File: src/rtl/metronome_tempo_ctrl.sv
`default_nettype none
// ============================================================================
//  Module      : metronome_tempo_ctrl
//  Description : Metronome state keeper. Consumes one-cycle button pulses
//                (soft reset, start/stop, BPM up/down, beats-per-bar cycle)
//                and produces beat tick, accent and beat-index pulses using
//                a phase accumulator of full-scale 60*CLK_HZ.
//  Revision    : 1.0 - initial release
// ============================================================================
module metronome_tempo_ctrl #(
  parameter int unsigned CLK_HZ        = 50_000_000,
  parameter int unsigned BPM_MIN       = 30,
  parameter int unsigned BPM_MAX       = 240,
  parameter int unsigned BPM_DEFAULT   = 120,
  parameter int unsigned BEATS_MAX     = 8,
  parameter int unsigned BEATS_DEFAULT = 4
) (
  input  logic       i_clk,
  input  logic       i_rst,
  input  logic       i_btn_reset_posedge,
  input  logic [3:0] i_control_btns_posedge,
  output logic [7:0] o_bpm,
  output logic [3:0] o_beats_per_bar,
  output logic       o_running,
  output logic       o_beat_tick,
  output logic       o_accent,
  output logic [3:0] o_beat_idx
);

  // One minute worth of clock cycles; one beat elapses each time the
  // accumulator gains FULL while adding bpm per cycle.
  localparam logic [63:0] FULL_WIDE = 64'(CLK_HZ) * 64'd60;
  // Accumulator is never above FULL-1+255, so size it to hold FULL+256.
  localparam int          ACC_W     = ($clog2(FULL_WIDE + 64'd256) > 32) ?
                                      $clog2(FULL_WIDE + 64'd256) : 32;
  localparam logic [ACC_W-1:0] FULL = ACC_W'(FULL_WIDE);

  localparam logic [7:0] BPM_MIN_L       = 8'(BPM_MIN);
  localparam logic [7:0] BPM_MAX_L       = 8'(BPM_MAX);
  localparam logic [7:0] BPM_DEFAULT_L   = 8'(BPM_DEFAULT);
  localparam logic [3:0] BEATS_MAX_L     = 4'(BEATS_MAX);
  localparam logic [3:0] BEATS_DEFAULT_L = 4'(BEATS_DEFAULT);

  typedef enum logic [0:0] {
    ST_IDLE = 1'b0,
    ST_RUN  = 1'b1
  } state_t;

  state_t             state;
  logic [ACC_W-1:0]   acc;
  logic [ACC_W-1:0]   acc_sum;
  logic [7:0]         bpm_next;
  logic [3:0]         beats_next;
  logic [3:0]         idx_inc;
  logic [3:0]         idx_after_tick;

  // Next tempo/beats values and accumulator/index arithmetic.
  always_comb begin
    bpm_next = o_bpm;
    if (i_control_btns_posedge[1] && !i_control_btns_posedge[2] &&
        (o_bpm < BPM_MAX_L)) begin
      bpm_next = o_bpm + 8'd1;
    end else if (i_control_btns_posedge[2] && !i_control_btns_posedge[1] &&
                 (o_bpm > BPM_MIN_L)) begin
      bpm_next = o_bpm - 8'd1;
    end

    beats_next = o_beats_per_bar;
    if (i_control_btns_posedge[3]) begin
      beats_next = (o_beats_per_bar >= BEATS_MAX_L) ? 4'd1 : o_beats_per_bar + 4'd1;
    end

    // Old tempo drives this cycle's accumulation; a new one lands next cycle.
    acc_sum = acc + ACC_W'(o_bpm);

    // A stale index at/above a reduced beats count wraps to 0 here.
    idx_inc        = o_beat_idx + 4'd1;
    idx_after_tick = (idx_inc >= o_beats_per_bar) ? 4'd0 : idx_inc;
  end

  // Run/stop FSM, settings registers, accumulator and registered outputs.
  always_ff @(posedge i_clk or posedge i_rst) begin
    if (i_rst) begin
      state           <= ST_IDLE;
      acc             <= '0;
      o_bpm           <= BPM_DEFAULT_L;
      o_beats_per_bar <= BEATS_DEFAULT_L;
      o_running       <= 1'b0;
      o_beat_tick     <= 1'b0;
      o_accent        <= 1'b0;
      o_beat_idx      <= 4'd0;
    end else if (i_btn_reset_posedge) begin
      state           <= ST_IDLE;
      acc             <= '0;
      o_bpm           <= BPM_DEFAULT_L;
      o_beats_per_bar <= BEATS_DEFAULT_L;
      o_running       <= 1'b0;
      o_beat_tick     <= 1'b0;
      o_accent        <= 1'b0;
      o_beat_idx      <= 4'd0;
    end else begin
      o_bpm           <= bpm_next;
      o_beats_per_bar <= beats_next;
      o_beat_tick     <= 1'b0;
      o_accent        <= 1'b0;
      case (state)
        ST_IDLE: begin
          acc <= '0;
          if (i_control_btns_posedge[0]) begin
            // Starting fires the downbeat immediately.
            state       <= ST_RUN;
            o_running   <= 1'b1;
            o_beat_tick <= 1'b1;
            o_accent    <= 1'b1;
            o_beat_idx  <= 4'd0;
          end
        end
        ST_RUN: begin
          if (i_control_btns_posedge[0]) begin
            state      <= ST_IDLE;
            o_running  <= 1'b0;
            acc        <= '0;
            o_beat_idx <= 4'd0;
          end else if (acc_sum >= FULL) begin
            acc         <= acc_sum - FULL;
            o_beat_tick <= 1'b1;
            o_accent    <= (idx_after_tick == 4'd0);
            o_beat_idx  <= idx_after_tick;
          end else begin
            acc <= acc_sum;
          end
        end
        default: begin
          state     <= ST_IDLE;
          o_running <= 1'b0;
          acc       <= '0;
        end
      endcase
    end
  end

endmodule
`default_nettype wire

File: config.mk
export PLATFORM = sky130hd
export DESIGN_NAME = metronome_tempo_ctrl
export DESIGN_NICKNAME = d
export VERILOG_FILES = /design/src/rtl/metronome_tempo_ctrl.sv
export SDC_FILE = /design/constraint.sdc
export NUM_CORES = 1
export LEC_CHECK = 0
export CORE_MARGIN = 4
export CORE_UTILIZATION = 55
export CTS_CLUSTER_SIZE = 8
export DETAILED_ROUTE_END_ITERATION = 7
export MAX_ROUTING_LAYER = met4
export PLACE_DENSITY = 0.72
export RECOVER_POWER = 50
export SETUP_SLACK_MARGIN = 0.02
export SYNTH_ARGS = -nofsm -noshare
export SYNTH_HDL_FRONTEND = slang
export SYNTH_SLANG_ARGS = --single-unit
File: constraint.sdc
create_clock -name i_clk -period 7.6 [get_ports i_clk]
set_input_delay 1.52 -clock i_clk [delete_from_list [all_inputs] [get_ports i_clk]]
set_output_delay 1.52 -clock i_clk [all_outputs]
set_load 0.01 [all_outputs]
==> results.json <==
{
  "critical_path_arrival_ns": 4.68,
  "setup_viol": 0,
  "p_sw_uw": 197,
  "power_density_nw_per_um2": 138,
  "fin_tns_setup_ns": 0,
  "antenna_cells": 0,
  "endpoint_kind": "flop",
  "synth_nets": 486,
  "slew_violations": 53,
  "die-width_um": 94.4,
  "routed_wirelength_um": 9180,
  "dieArea_um2": 8920,
  "post_cts_resized": 0,
  "p_clk_frac": 0.267,
  "grt_use_total": 0.231,
  "ys_seq_area_frac": 0.318,
  "core_um2": 7250,
  "grt_max_degree": 53,
  "gp_congestion": 0.954,
  "netlist_top_cells_area": "dfrtp_1 29%, ha_1 6.7%, xnor2_1 5.1%, nand2_1 3.7%, nor2_1 3.7%",
  "leakage_uw": 0.00187,
  "startpoint_type": "flop",
  "skew_ns": 0.00593,
  "synth.distinct_cells": 71,
  "ant_nets": 0,
  "detail_route.wl_per_cell_um": 16.0,
  "synth_common_cells": "47 x dfrtp_1, 40 x nand2_1, 40 x nor2_1, 29 x a21oi_1, 24 x xnor2_1",
  "ctsRootBufferMaster": "clkbuf_8",
  "netlist_area_um2": 4110,
  "combPwrFrac": 0.237,
  "cts_hold_buf": 0,
  "area_growth_pct": 9.47,
  "clk-insertion-delay-late_ns": 0.31,
  "syn_avg_cell_area_um2": 9.03,
  "synth_most_common_cell": "dfrtp_1",
  "viasPerCell": 6.06,
  "finalCriticalPeriod_ns": 4.47,
  "pwr-share-seq": 0.496,
  "die_h_um": 94.4,
  "grt_remaining_overflow": 0,
  "cts_inserted_buffers": 5,
  "worst_pin_slew_ns": 2.83,
  "drt_iter0_markers": 184,
  "pin_count": 26,
  "whs_ns": 0.510,
  "yosysWarnings": 0,
  "hp-class": "reg2reg",
  "cp.required_ns": 7.82,
  "dp_hpwl_um": 6710,
  "synth_top_area_frac": 0.286,
  "synth_cells": 455,
  "post_route_cells_drive_above_1_share": 0.0882,
  "fin_ws_ns": 3.13,
  "relSlewSlack": -0.886,
  "path_class": "reg2reg",
  "swShare": 0.318,
  "post-place-ws_ns": 3.23,
  "fin_crit_sh": 0.588,
  "route.vias.total": 3482,
  "internal-power_uw": 422,
  "grt_pass1_vias": 3424,
  "grt_setup_unrepaired": "no",
  "path_clk_slew_ns": 0.10,
  "postLayoutCoreUtil": 0.620,
  "maxCapViolCount": 1,
  "synth_edf_count": 0,
  "outcome": "complete, but fails checks",
  "hold_violations": 0,
  "htreeDepth": 2,
  "vdd_drop_max_v": 0.0000780,
  "rows": 31,
  "yosys.area.top_type": "dfrtp_1",
  "cts_setup_buffers": 0,
  "grt_antenna_before_repair": 0,
  "cts_num_sinks": 52,
  "clockBufferDepth": 2,
  "async_flop_share": 1.00,
  "ys_ff_latch": 52,
  "synth_top_flop_cell": "dfrtp_1",
  "io_buffers": 25,
  "path_max_fanout": 16,
  "first_pass_iters": 5,
  "drc": 0,
  "cts_tree": "yes",
  "fmax_mhz": 224,
  "nNetsFinal": 506,
  "violations": "max-capacitance violations, max-slew violations",
  "initial_core_util": 0.566,
  "grt_pass1_wl_um": 16100
}
[worst paths after layout]
kind	slack, ns	start	endpoint	cells after the start
worst min register to register	0.51	o_beats_per_bar[3]$_DFFE_PP0P_	o_beats_per_bar[2]$_DFFE_PP1P_	1
worst min-delay path	0.51	o_beats_per_bar[3]$_DFFE_PP0P_	o_beats_per_bar[2]$_DFFE_PP1P_	1
max in group asynchronous	3.30	i_rst	acc[25]$_DFF_PP0_	3
worst max register to register	3.13	o_bpm[0]$_DFFE_PP0P_	o_beat_idx[2]$_DFFE_PP0P_	12
min in group asynchronous	2.72	i_rst	o_bpm[1]$_DFFE_PP0P_	3
worst max-delay path	3.13	o_bpm[0]$_DFFE_PP0P_	o_beat_idx[2]$_DFFE_PP0P_	12
[routing by layer]
layer,track usage,wire (um)
met5,-,0
met4,0.0686,134
met3,0.0351,360
met2,0.365,4320
met1,0.307,4370
[registers in the layout (all words and copies together), names as in the netlist]
| name | count |
|---|---|
| acc | 32 |
| o_bpm | 8 |
| o_beat_idx | 4 |
| o_beats_per_bar | 4 |
| o_accent | 1 |
| o_beat_tick | 1 |
| o_running | 1 |
| state | 1 |
[cells in the final DEF, fill, tap and decap left out, types with 3 or more instances in the layout]
master           netlist  layout
dfrtp_1               47      47
nor2_1                40      40
nand2_1               40      40
a21oi_1               29      29
xnor2_1               24      24
nor3_1                22      22
ha_1                  22      22
clkdlybuf4s50_1        0      21
o21ai_0               17      17
xor2_1                16      16
nand3_1               15      15
inv_1                 15      14
nand4_1               10      10
and3_1                 8       8
mux2i_1                8       8
a21o_1                 8       8
nand2b_1               7       7
o211ai_1               7       7
o21a_1                 6       6
nor2b_1                6       6
a211oi_1               6       6
and2_1                 5       5
nand3b_1               5       5
clkbuf_8               0       5
dfstp_2                5       5
nor4_1                 4       4
or3_1                  4       4
o211a_1                4       4
dlygate4sd3_1          0       4
a31oi_1                3       3
and4_1                 3       3
[stage by stage]
step	power (uW)	cell area (um2)	instances
finish	619	4500	575
global route	663	4500	575
CTS	629	4500	575
detailed placement	460	4410	567
global placement	457	4410	567
floorplan	413	4110	455
[worst max-delay path, cell delays in order, from the launching register on]
cell and delay (ns):
dfrtp_1 0.44, ha_1 0.26, fa_1 0.45, a211oi_2 0.36
o211ai_4 0.20, nand3_1 0.16, xor2_1 0.38, nand2_1 0.10
nand4bb_2 0.29, a2111oi_4 0.44, or2_0 0.80, nand2_2 0.19
o32ai_1 0.31
[power by group through the flow]
stage          clock network [uW]  registers (uW)  logic, uW
6_report                      165             307        146
5_1_grt                       188             309        165
4_1_cts                       173             307        149
3_5_place_dp                    0             312        148
3_3_place_gp                    0             312        145
2_1_floorplan                   0             311        101
[layout make-up]
class	count	area (um2)
Fill cell	648	2760
Inverter	15	56.3
Clock inverter	3	22.5
Sequential cell	52	1310
Tap cell	99	124
Multi-Input combinational cell	374	2660
Clock buffer	5	68.8
Timing Repair Buffer	27	262
[cells by family (layout without fill, tap and decap cells)]
group | after synthesis | after routing | synth area share
simple gates | 189 | 189 | 0.251
buf+inv | 29 | 50 | 0.0350
xor+xnor | 42 | 42 | 0.0932
mux | 10 | 10 | 0.0250
fa+ha+maj | 24 | 24 | 0.0767
compound gates | 109 | 109 | 0.201
flops | 52 | 52 | 0.318
Power figures use the tool's default switching activity.
